$ cat src/rtl/adder_arbiter.sv
// Round-robin arbiter sharing one external W-bit adder between N_REQ clients.
// Operands are registered on grant and the result is returned with the client id.
module adder_arbiter #(
    parameter int N_REQ = 4,
    parameter int W = 6,
    localparam int ID_W = $clog2(N_REQ)
) (
    input  logic               clk,
    input  logic               rst_n,
    input  logic [N_REQ-1:0]   req_valid,
    output logic [N_REQ-1:0]   req_ready,
    input  logic [N_REQ*W-1:0] req_x,
    input  logic [N_REQ*W-1:0] req_y,
    output logic [W-1:0]       add_x,
    output logic [W-1:0]       add_y,
    input  logic [W-1:0]       add_s,
    input  logic               add_ov,
    output logic               rsp_valid,
    input  logic               rsp_ready,
    output logic [ID_W-1:0]    rsp_id,
    output logic [W-1:0]       rsp_sum,
    output logic               rsp_ov,
    output logic               busy
);

    typedef enum logic [1:0] {
        IDLE = 2'd0,
        EXEC = 2'd1,
        RESP = 2'd2
    } state_t;

    state_t          state;
    logic [ID_W-1:0] ptr;
    logic [ID_W-1:0] sel;
    logic [ID_W-1:0] idx;
    logic            found;
    logic [W-1:0]    op_x;
    logic [W-1:0]    op_y;

    // First requesting slot after the last grant, wrapping around.
    always_comb begin
        sel   = '0;
        idx   = '0;
        found = 1'b0;
        for (int k = 1; k <= N_REQ; k++) begin
            idx = ID_W'((int'(ptr) + k) % N_REQ);
            if (!found && req_valid[idx]) begin
                found = 1'b1;
                sel   = idx;
            end
        end
    end

    always_comb begin
        req_ready = '0;
        if (rst_n && state == IDLE && found) begin
            req_ready[sel] = 1'b1;
        end
    end

    assign add_x = op_x;
    assign add_y = op_y;
    assign busy  = (state != IDLE);

    always_ff @(posedge clk or negedge rst_n) begin
        if (!rst_n) begin
            state     <= IDLE;
            ptr       <= ID_W'(N_REQ - 1);
            op_x      <= '0;
            op_y      <= '0;
            rsp_valid <= 1'b0;
            rsp_id    <= '0;
            rsp_sum   <= '0;
            rsp_ov    <= 1'b0;
        end else begin
            unique case (state)
                IDLE: begin
                    if (found) begin
                        op_x   <= req_x[int'(sel)*W +: W];
                        op_y   <= req_y[int'(sel)*W +: W];
                        rsp_id <= sel;
                        ptr    <= sel;
                        state  <= EXEC;
                    end
                end
                EXEC: begin
                    rsp_sum   <= add_s;
                    rsp_ov    <= add_ov;
                    rsp_valid <= 1'b1;
                    state     <= RESP;
                end
                RESP: begin
                    if (rsp_ready) begin
                        rsp_valid <= 1'b0;
                        state     <= IDLE;
                    end
                end
                default: state <= IDLE;
            endcase
        end
    end

endmodule

$ cat config.mk
export PLATFORM = sky130hd
export DESIGN_NAME = adder_arbiter
export DESIGN_NICKNAME = d
export VERILOG_FILES = /design/src/rtl/adder_arbiter.sv
export SDC_FILE = /design/constraint.sdc
export NUM_CORES = 1
export LEC_CHECK = 0
export CORE_MARGIN = 5
export CORE_UTILIZATION = 35
export DETAILED_ROUTE_END_ITERATION = 8
export GPL_TIMING_DRIVEN = 1
export HOLD_SLACK_MARGIN = 0.02
export PLACE_DENSITY = 0.75
export SLEW_MARGIN = 15
export SYNTH_ARGS = -nofsm -noshare
export SYNTH_HDL_FRONTEND = slang
export SYNTH_SLANG_ARGS = --single-unit
$ cat constraint.sdc
create_clock -name clk -period 1.7 [get_ports clk]
set_clock_uncertainty 0.05 [all_clocks]
set_input_delay 0.255 -clock clk [delete_from_list [all_inputs] [get_ports clk]]
set_output_delay 0.255 -clock clk [all_outputs]
set_load 0.1 [all_outputs]
=== Word level (Yosys, flattened, before mapping) ===
Cells that the tools add are included.

* Add/subtract/negate cells: 4
* $mul: 1
* Div/mod/pow operators: 0
* $lt $le $gt $ge: 6
* Equal/unequal tests: 4
* Shifts and indexed selects: 2
* Multiplexer cells: 24
* Bitwise gates (word level): 0
* Reductions and logical operators: 15

{| class="wikitable"
|+ Operators by type and width
! cell !! number
|-
| 24-bit by 32-bit indexed part select with 6-bit output || 1
|-
| 24-bit by 6-bit indexed part select with 6-bit output || 1
|-
| 2-bit by 3-bit less-than comparator with 1-bit output, second input constant || 5
|-
| 2-bit 2-to-1 mux || 6
|-
| 1-bit 2-to-1 mux || 10
|-
| 1-bit binary-select mux with 2-bit select || 4
|-
| 1-bit logical AND || 6
|-
| 2-bit one-hot mux with 3 select lines || 1
|-
| 2-bit AND reduction || 3
|-
| 2-bit by 1-bit adder with 2-bit output, second input constant || 2
|-
| 2-bit adder, second input constant || 2
|-
| 2-bit by 2-bit multiplier with 4-bit output, second input constant || 1
|-
| 4-bit 2-to-1 mux || 1
|-
| 2-bit inequality test, second input constant || 2
|-
| 2-bit nonzero test || 2
|-
| 1-bit zero test || 3
|-
| 1-bit demux with 2-bit select || 1
|-
| 2-bit by 1-bit == test with 1-bit output, second input constant || 1
|-
| 2-bit == test, second input constant || 1
|-
| 2-bit by 1-bit >= comparator with 1-bit output, second input constant || 1
|-
| 2-bit zero test || 1
|-
| 1-bit one-hot mux with 2 select lines || 1
|}

* Register bits after elaboration: 26
* Latch bits: 0
* Bits in writable memories: 0
* ROM bits: 0
* Input bits: 62
* Output and inout port bits: 27
* Word-level logic and storage cells: 64
* Memories kept: 0

=== Logic depth before layout (Yosys ltp) ===
Gate-level depths: netlist (run 1).

* Word-level depth: 18
* Mapped depth: 7
* Depth with buffers taken out: 6

=== Least setup slack after synthesis (run 1) ===
Ideal clock, no wire load.

* Kind: register to output
* From: register state[0]
* To: output req_ready[3]
* Arrival time: 2.746 ns
* Required time: 1.395 ns
* Setup slack: -1.351 ns
* Stages on the path, launching flop included: 8
* Path buffers: 1
* Cell sequence: dfrtp_1 > nor2_1 > inv_2 > a21o_1 > buf_2 > inv_1 > nand3_1 > nor2b_1

* Word-level cells in the longest chain between the ends: 4

{| class="wikitable"
|+ RTL lines
! what !! RTL line !! source
|-
| start, declared || 32 || <nowiki>state_t state;</nowiki>
|-
| start signal, assigned || 67 || <nowiki>state <= IDLE;</nowiki>
|-
| start signal, assigned || 83 || <nowiki>state <= EXEC;</nowiki>
|-
| start signal, assigned || 90 || <nowiki>state <= RESP;</nowiki>
|-
| 2-bit zero test || 56 || <nowiki>if (rst_n && state == IDLE && found) begin</nowiki>
|-
| 1-bit logical AND (2 in series) || 56 ||
|-
| 4-bit 2-to-1 mux || 56 ||
|-
| end, declared || 11 || <nowiki>output logic [N_REQ-1:0] req_ready,</nowiki>
|}

No other way between the ends.

=== Worst setup path in the final report (run 1) ===
* From: register ptr[0]
* To: output req_ready[1]

* Word-level cells in the longest chain between the ends: 18
* Elaborated cells on any way between the ends: 33
* Classes of those cells: add/sub: 4; order compare: 2; mux: 19; reduce/logical: 8

{| class="wikitable"
|+ RTL lines
! what !! RTL line !! source
|-
| start, declared || 33 || <nowiki>logic [ID_W-1:0] ptr;</nowiki>
|-
| start signal, assigned || 68 || <nowiki>ptr <= ID_W'(N_REQ - 1);</nowiki>
|-
| start signal, assigned || 82 || <nowiki>ptr <= sel;</nowiki>
|-
| 2-bit by 1-bit adder with 2-bit output || 46 || <nowiki>idx = ID_W'((int'(ptr) + k) % N_REQ);</nowiki>
|-
| 1-bit binary-select mux with 2-bit select || 47 || <nowiki>if (!found && req_valid[idx]) begin</nowiki>
|-
| 1-bit 2-to-1 mux (not written as such) || 47 ||
|-
| 1-bit 2-to-1 mux || 47 ||
|-
| 1-bit zero test || 47 ||
|-
| 1-bit logical AND || 47 ||
|-
| 1-bit 2-to-1 mux || 47 ||
|-
| 1-bit zero test || 47 ||
|-
| [2 not listed] || n/a ||
|-
| 1-bit zero test || 47 ||
|-
| 1-bit logical AND || 47 ||
|-
| 2-bit 2-to-1 mux || 47 ||
|-
| 2-bit by 3-bit less-than comparator with 1-bit output (not written as such) / 2-bit by 1-bit >= comparator with 1-bit output (equally long branches) || 57 || <nowiki>req_ready[sel] = 1'b1;</nowiki>
|-
| 1-bit logical AND (not written as such) || 57 ||
|-
| 1-bit 2-to-1 mux (not written as such) || 57 ||
|-
| 1-bit demux with 2-bit select || 57 ||
|-
| 4-bit 2-to-1 mux (*) || 56 ||
|}

Mark *: on every way between the ends. The rest lies on a longest branch, timed or not. The select of a mux whose other input is x is not followed.

==> results.md, run 1 <==
- Drt drc: 0
- Final RePlAce weighted congestion: 0.752
- Die height: 77.2 um
- Most used routing layer: met2
- Core ar.: 0.00438 mm2
- Clock Sinks: 26
- DR pass1 iterations: 3
- Arr. time, crit path: 1780 ps
- H-tree depth: 1
- Worst rel slew slack: 76.6%
- CP Data Required Time: 1390 ps
- Crit end category: output pin
- Met1 usage: 16.3%
- CP Launch Type: register
- Met2 Resource Use GR: 26.1%
- Vias per std cell: 4.76
- Clk_lat worst skew: 260 ps
- Syn Area/Cell: 11.5 um2
- Number of I/O port buffers: 88
- Final period util: 123%
- Netlist cell types: 31
- #FFs+latches synth: 26
- Syn Nets: 200
- Post-synthesis compound-gate area fraction: 12.3%
- Synthesis Warnings: 0
- Worst-path fanout max: 4
- Routed length per placed instance: 15.1 um
- Final nets: 307
- Hold_ws: 347 ps
- Worst Tran Pin Value: 350 ps
- Pins Over Slew Limit: 0
- Post-synth EDFFs: 0
- Crit Path Category: register to output pin
- Largest family of logic cells by synthesized area: multiplexers
- Worst slack at placement: -518 ps
- Max-Cap Viols: 0
- Vias in the first global route: 1514
- I/O pins: 89
- GRT Util Overall: 14.8%
- Cts bufs inserted: 3
- RSZ-0062 raised after global routing: yes
- Adder-cell share of the synthesized area: 0%
- Cell Rows: 24
- Die Wd: 77.2 um
- Global-route wire length before repair: 7.18 mm
- Simple-Gate Fraction of Synth Area: 9.89%
- Clock transition at path regs: 90 ps
- Proportion of synthesized area in mux cells: 29.9%
- XOR/XNOR share of the synthesized area: 0%
- Final WS setup: -387 ps
- ANT nets after route: 0
- Initial antenna violation count: 0
- Hold buffer count at cts: 0
- Clock Root Buffer: clkbuf_8
- CTS tree: yes
- Via count: 1409
- Main synth FF type: dfrtp_1
- Mapped cell area: 0.00158 mm2
- Synth Instances: 138
- DRT iter0 DRCs: 25
- Post-route minimum period: 2090 ps
- Area Growth Syn to Fin: 97.8%
- Failing checks: setup timing
- Max Fclk: 0.479 GHz
- R2R Setup Slk: -170 ps
- Worst Hold Class: input pin to asynchronous set/reset pin
- Status: complete, but fails checks
- Sequential fraction of the synthesis area: 41.3%
- Gr ovfl total: 0
- Starting Density: 36.1%
- Commonest cells after routing, fill and taps aside: 59 x clkdlybuf4s50_1, 29 x buf_12, 24 x dfrtp_1
- # diodes: 0
- Final setup fails: 19
- WL final: 4.46 mm
- Detailed placement HPWL: 3.56 mm
- M3 GR Usage: 6.09%
- Ys async rst share: 100%
- Most common cell after layout, fill and taps aside: clkdlybuf4s50_1
- Clock Path Buffers: 2
- Largest net degree at the start of global routing: 29
- Endpoints failing hold: 0
- DIE AREA: 0.00596 mm2
- Share of layout cells above drive strength 1: 38.1%
per-layer routing:
layer | vias to the layer above | wire (um)
li1 | 695 | -
met1 | 646 | 1610
met2 | 64 | 2310
met3 | 4 | 474
met4 | 0 | 60
met5 | - | 0
registers in the layout, indices dropped and copies added, names as in the netlist:
register and cells:
rsp_sum 6, rsp_id 2, state 2, rsp_ov 1
add_y 6, rsp_valid 1, add_x 6, ptr 2
final timing paths:
path                           from           end  depth (start not counted)
max in group asynchronous     rst_n        ptr[1]                          2
min                           rst_n      add_y[0]                          2
max reg2reg                  ptr[0]      add_x[3]                          8
min in group clk           add_x[0]      add_x[0]                          2
min reg2reg                add_x[0]      add_x[0]                          2
max                          ptr[0]  req_ready[1]                          6
critical path, cell delays in order (launching register included):
cell and delay, ps:
dfstp_2 570, nand2b_4 140, o21ai_1 70, a211o_1 280, buf_6 150, nor2b_4 130, buf_12 170
cell type report:
| class | instances | area, um2 |
|---|---|---|
| clock buffer | 3 | 41.3 |
| clock inverter | 1 | 30.0 |
| fill | 319 | 1260 |
| inverter | 4 | 25.0 |
| multi-input combinational | 99 | 908 |
| sequential | 26 | 653 |
| tap | 52 | 65.1 |
| timing repair buffer | 111 | 1410 |
Yosys cell counts (2+ instances only):
cell	number	area, um2
mux2_1	7	78.8
nor3b_1	2	15.0
inv_1	3	11.3
o21ai_2	12	105
buf_6	3	33.8
mux2i_1	24	240
mux2_4	5	75.1
a21o_1	3	22.5
buf_12	2	40.0
nand2_1	13	48.8
a22o_1	2	17.5
a21oi_1	3	15.0
nor2b_1	3	18.8
nor2_1	6	22.5
clkbuf_1	3	11.3
dfstp_2	2	52.6
nand2b_1	2	12.5
dfrtp_1	24	601
mux2_2	7	78.8
through the flow:
| step | instance area [um2] | setup TNS (ps) | utilization, % | std cells |
|---|---|---|---|---|
| final | 3130 | -3430 | 71.3 | 296 |
| after global routing | 3130 | -5020 | 71.3 | 296 |
| after CTS | 3100 | -4200 | 70.8 | 295 |
| after detailed placement | 2900 | -8100 | 66.2 | 285 |
| after global placement | 2900 | -6900 | 66.2 | 285 |
| after floorplan | 1640 | -1700 | - | 138 |
cell families (layout without fill, tap and decap cells):
kind of cell	Yosys count	count (layout)
AOI/OAI and AO/OA	24	24
buffers and inverters	13	119
DFF	26	26
muxes	43	43
and+or+nand+nor	32	32
timing repair:
item / CTS / global route
gates resized for setup: 17 / 6
pin swaps: 6 / 1
buffers inserted: 4 / 2
cloned: 2 / 0
endpoints found under the setup margin: 17 / 19
Power of run 1 is left out: the tool's default activity adds up to more than one toggle a clock period on the data nets, which glitch-free logic cannot reach.
==> run 2: changes to the inputs <==
--- a/config.mk
+++ b/config.mk
@@ -10,7 +10,7 @@
 export DETAILED_ROUTE_END_ITERATION = 8
 export GPL_TIMING_DRIVEN = 1
 export HOLD_SLACK_MARGIN = 0.02
-export PLACE_DENSITY = 0.75
+export PLACE_DENSITY = 0.83
 export SLEW_MARGIN = 15
 export SYNTH_ARGS = -nofsm -noshare
 export SYNTH_HDL_FRONTEND = slang
==> run 2 against run 1 <==
  * The run still ends with setup timing left
  * Worst hold slack gained 40 ps
  * Sequential share of layout area decreased by 0.47 points
  * Via count increased by 1.2%
  * Utilization increased by 1.6 points
  * Wire length rose by 0.94%
  * Critical path type unchanged
  * Critical endpoint unchanged
==> results.md, run 2 (same netlist as run 1, synthesis figures left out) <==
- Number of I/O port buffers: 88 (unchanged)
- Failing checks: setup timing
- Post-route minimum period: 2100 ps (+16.6 ps)
- Detailed placement HPWL: 3.44 mm (-3.4%)
- Gr ovfl total: 0 (unchanged)
- Clock Sinks: 26 (unchanged)
- Slowest cell on the critical path: dfstp_2
- R2r endpoint: add_y[1]
- Pins Over Slew Limit: 0 (unchanged)
- Status: complete, but fails checks
- Worst rel slew slack: 76.4% (-0.25 points)
- Clock Root Buffer: clkbuf_8
- DR pass1 iterations: 4 (+1)
- Die height: 77.2 um (unchanged)
- Final setup fails: 18 (-1)
- Final RePlAce weighted congestion: 0.678 (-9.8%)
- Arr. time, crit path: 1800 ps (+20 ps)
- Final WS setup: -404 ps (-16.6 ps)
- Core ar.: 0.00438 mm2 (unchanged)
- CP Launch Type: register
- CP Data Required Time: 1390 ps (about the same)
- Multi-input gate area: 915 um2 (+0.69%)
- Crit Path Category: register to output pin
- # diodes: 0 (unchanged)
- Worst Hold Class: input pin to asynchronous set/reset pin
- Clk_lat worst skew: 270 ps (about the same)
- Most common cell after layout, fill and taps aside: clkdlybuf4s50_1
- Worst Tran Pin Value: 354 ps (+3.76 ps)
- Cts bufs inserted: 3 (unchanged)
- Die Wd: 77.2 um (unchanged)
- GRT Util Overall: 14.5% (-0.33 points)
- I/O pins: 89 (unchanged)
- Via count: 1426 (+1.2%)
- Commonest cells after routing, fill and taps aside: 59 x clkdlybuf4s50_1, 30 x buf_12, 24 x mux2i_1, 24 x dfrtp_1, 17 x buf_4
- CTS tree: yes
- Clock Path Buffers: 2 (unchanged)
- Max Fclk: 0.475 GHz (-0.79%)
- Worst Path Buf+Inv: 2 (unchanged)
- DRT iter0 DRCs: 25 (unchanged)
- Endpoints failing hold: 0 (unchanged)
- Clock transition at path regs: 90 ps (about the same)
- Largest net degree at the start of global routing: 29 (unchanged)
- DIE AREA: 0.00596 mm2 (unchanged)
- Starting Density: 36.1% (unchanged)
- Final setup TNS: -5170 ps (-1740 ps)
- R2r startpoint: ptr[0]
- Routed length per placed instance: 14.9 um (-1.1%)
- CP top delay family: flip-flops
- Cell Rows: 24 (unchanged)
- CP peak stage delay: 560 ps (about the same)
- Max-Cap Viols: 0 (unchanged)
- R2R Setup Slk: -370 ps (-200 ps)
- Vias in the first global route: 1529 (+0.99%)
- Fillers: 304 (-4.7%)
- RSZ-0062 raised after global routing: yes
- Global-route wire length before repair: 7.01 mm (-2.3%)
- Worst-path cell chain: buf_4 > nor3b_4 > a211oi_4 > nand3b_1 > nor2b_4 > buf_12
- Final period util: 124% (+0.98 points)
- Drt drc: 0 (unchanged)
- ANT nets after route: 0 (unchanged)
- WL final: 4.50 mm (+0.94%)
- Area Growth Syn to Fin: 102%
- Final nets: 313 (+2.0%)
- Worst-path fanout max: 4 (unchanged)
- Storage cell area: 653 um2 (unchanged)
- Initial antenna violation count: 0 (unchanged)
- Share of layout cells above drive strength 1: 39.6% (+1.5 points)
- Crit end category: output pin
- Vias per std cell: 4.72 (-0.80%)
- Hold buffer count at cts: 0 (unchanged)
- H-tree depth: 1 (unchanged)
- Worst-case reg-to-reg path depth: 10 (+2)
[run 2: cell types whose count changed in the layout (fill, tap and decap cells not counted), sizes merged]
cell and change:
clkbuf +1, bufinv -1, buf +6
[run 2: final cells by class]
type                            instances  share of cell area, %
Timing Repair Buffer                  117                   46.5
Sequential cell                        26                   20.4
Clock buffer                            4                   1.72
Inverter                                4                  0.782
Multi-Input combinational cell         99                   28.6
Tap cell                               52                   2.03
[run 2: layer usage]
layer,vias to the layer above,GRT usage [%],wire length (um)
met2,49,28.9,2560
met4,0,2.58,0
met1,667,15.1,1680
li1,710,-,-
met5,-,0,0
met3,0,3.51,260
[run 2: how the worst max path moves through the flow]
stage | depth (start not counted) | to | startpoint | slack [ps]
global placement | 6 | req_ready[1] | req_valid[1] | -470
floorplan | 6 | req_ready[1] | ptr[1] | -410
finish | 6 | req_ready[1] | ptr[0] | -400
global route | 6 | req_ready[1] | ptr[0] | -470
CTS | 6 | req_ready[1] | ptr[0] | -370
detailed placement | 6 | req_ready[1] | req_valid[1] | -510
[run 2: worst register-to-register path: cells and delay by family, from the launching register on]
family | cells | cell delay (ps)
buf+inv | 5 | 620
flops | 1 | 560
mux | 2 | 360
compound gates | 2 | 320
simple gates | 1 | 50
[run 2: timing repair]
item	in CTS	in global routing
endpoints found under the setup margin	18	19
pin swaps	6	4
endpoints found under the hold margin	0	0
buffers inserted	7	0
resized for setup	15	6
cloned	3	0
[run 2: through the flow]
| step | util (%) | instance area, um2 | setup slack, ps | hold slack (ps) | std cells |
|---|---|---|---|---|---|
| after floorplan | - | 1640 | -407 | -90.6 | 138 |
| after global placement | 66.7 | 2920 | -475 | 472 | 288 |
| after detailed placement | 66.7 | 2920 | -512 | 482 | 288 |
| after CTS | 72.4 | 3180 | -370 | 355 | 302 |
| after global routing | 73.0 | 3200 | -473 | 386 | 302 |
| final | 73.0 | 3200 | -404 | 387 | 302 |
Power of run 2 is left out for the same reason.
==> run 3: changes to the inputs <==
--- a/config.mk
+++ b/config.mk
@@ -11,6 +11,7 @@
 export GPL_TIMING_DRIVEN = 1
 export HOLD_SLACK_MARGIN = 0.02
 export PLACE_DENSITY = 0.83
+export SETUP_SLACK_MARGIN = 0.5
 export SLEW_MARGIN = 15
 export SYNTH_ARGS = -nofsm -noshare
 export SYNTH_HDL_FRONTEND = slang
==> run 3 against run 2 <==
  * The flow still finishes with violations (setup timing)
  * Wire length rose by 4.4%
  * Cell area rose by 1.9%
  * Maximum frequency rose by 1.0%
  * Critical path type unchanged
  * Largest cell class unchanged
==> results.md, run 3 (same netlist as run 1, synthesis figures left out) <==
- Crit end category: output pin
- CP Data Required Time: 1390 ps (about the same)
- Clk_lat worst skew: 260 ps (about the same)
- Clock Sinks: 26 (unchanged)
- Max Fclk: 0.480 GHz (+1.0%)
- Worst Tran Pin Value: 353 ps (-1.08 ps)
- Share of layout cells above drive strength 1: 53.2% (+14 points)
- Crit Path Category: register to output pin
- Cts bufs inserted: 3 (unchanged)
- I/O pins: 89 (unchanged)
- Core ar.: 0.00438 mm2 (unchanged)
- Worst-path fanout max: 6 (+2)
- Status: complete, but fails checks
- Most common cell after layout, fill and taps aside: clkdlybuf4s50_1
- Arr. time, crit path: 1780 ps (-20 ps)
- RSZ-0062 raised after global routing: yes
- Via count: 1471 (+3.2%)
- R2R Setup Slk: -290 ps (+80 ps)
- Vias in the first global route: 1497 (-2.1%)
- Clock Path Buffers: 2 (unchanged)
- CP top delay family: flip-flops
- Hold_ws: 411 ps (+24.2 ps)
- Detailed placement HPWL: 3.40 mm (-1.1%)
- R2r endpoint: add_x[5]
- DIE AREA: 0.00596 mm2 (unchanged)
- Clock transition at path regs: 80 ps (about the same)
- Worst Path Buf+Inv: 2 (unchanged)
- Slowest cell on the critical path: dfstp_2
- Starting Density: 36.1% (unchanged)
- Hold buffer count at cts: 0 (unchanged)
- Final setup fails: 20 (+2)
- Worst-case reg-to-reg path depth: 9 (-1)
- H-tree depth: 1 (unchanged)
- Endpoints failing hold: 0 (unchanged)
- Drt drc: 0 (unchanged)
- Crit-path most repeated cell: buf_12
- Final nets: 314 (+0.32%)
- Die height: 77.2 um (unchanged)
- Final RePlAce weighted congestion: 0.729 (+7.5%)
- Clock Root Buffer: clkbuf_8
- Global-route wire length before repair: 7.25 mm (+3.4%)
- DR pass1 iterations: 4 (unchanged)
- GRT Util Overall: 14.8% (+0.30 points)
- Vias per std cell: 4.87 (+3.2%)
- ANT nets after route: 0 (unchanged)
- CP Launch Type: register
- Worst Hold Class: input pin to asynchronous set/reset pin
- DRT iter0 DRCs: 39 (+56%)
- CP peak stage delay: 550 ps (about the same)
- R2r startpoint: ptr[1]
- Cell Rows: 24 (unchanged)
- CTS tree: yes
- Initial antenna violation count: 0 (unchanged)
- Fillers: 290 (-4.6%)
- Routed length per placed instance: 15.6 um (+4.4%)
- Number of I/O port buffers: 88 (unchanged)
- Failing checks: setup timing
- Gr ovfl total: 0 (unchanged)
- Largest net degree at the start of global routing: 29 (unchanged)
- Post-route minimum period: 2080 ps (-21.5 ps)
- Max-Cap Viols: 0 (unchanged)
- Area Growth Syn to Fin: 106%
- Worst rel slew slack: 76.5% (about the same)
- Final WS setup: -382 ps (+21.5 ps)
- # diodes: 0 (unchanged)
- WL final: 4.70 mm (+4.4%)
- Pins Over Slew Limit: 0 (unchanged)
- Commonest cells after routing, fill and taps aside: 58 x clkdlybuf4s50_1, 30 x buf_12, 22 x mux2i_1, 22 x dfrtp_2, 18 x buf_4
- Worst-path cell chain: nand2b_4 > o21ai_2 > a211o_1 > buf_12 > nor2b_4 > buf_12
- Die Wd: 77.2 um (unchanged)
- Final period util: 122% (-1.3 points)
[run 3: area by class of cell]
| type | count | area, um2 | area share, % |
|---|---|---|---|
| inverter | 4 | 25.0 | 0.768 |
| tap | 52 | 65.1 | 2.00 |
| multi-input combinational | 99 | 952 | 29.2 |
| sequential | 26 | 681 | 20.9 |
| clock buffer | 3 | 41.3 | 1.27 |
| timing repair buffer | 118 | 1500 | 45.9 |
[run 3: metal layers]
layer	up-vias	GRT usage (%)	part of all wire (%)
met2	60	25.8	53
met5	-	0	0
li1	713	-	-
met3	4	5.04	7.1
met4	0	3.61	0.85
met1	694	17.3	39
[run 3: worst register-to-register path, stage by stage, from the launching register on]
cell	delay, ps
dfstp_2	570
buf_4	130
nor3b_4	40
a211oi_4	210
buf_4	170
buf_8	140
clkbuf_16	160
mux2i_1	200
mux2_4	170
o21ai_2	40
[run 3: worst max-delay path by stage]
stage	from	to	slack, ps	depth (start not counted)
after floorplan	ptr[1]	req_ready[1]	-410	6
after global placement	req_valid[1]	req_ready[1]	-480	6
after detailed placement	req_valid[1]	req_ready[1]	-550	6
after CTS	ptr[1]	req_ready[1]	-390	5
after global routing	state[0]	req_ready[1]	-450	7
final	ptr[0]	req_ready[1]	-380	6
[run 3: per-stage QoR]
stage               utilization, %  setup slack [ps]  std cells  cell area, um2  setup TNS (ps)
detailed placement            66.8              -552        283            2930           -8510
CTS                           70.7              -394        291            3100           -4290
global placement              66.8              -483        283            2930           -7210
floorplan                        -              -407        138            1680           -1720
finish                        74.3              -382        302            3260           -5010
global route                  74.3              -452        302            3260           -6700
[run 3: timing repair]
action,in CTS,in global routing
gates cloned,1,2
pin swaps,5,6
buffers inserted,4,9
setup endpoints to repair,30,47
gates resized for setup,16,15
Power of run 3 is left out for the same reason.
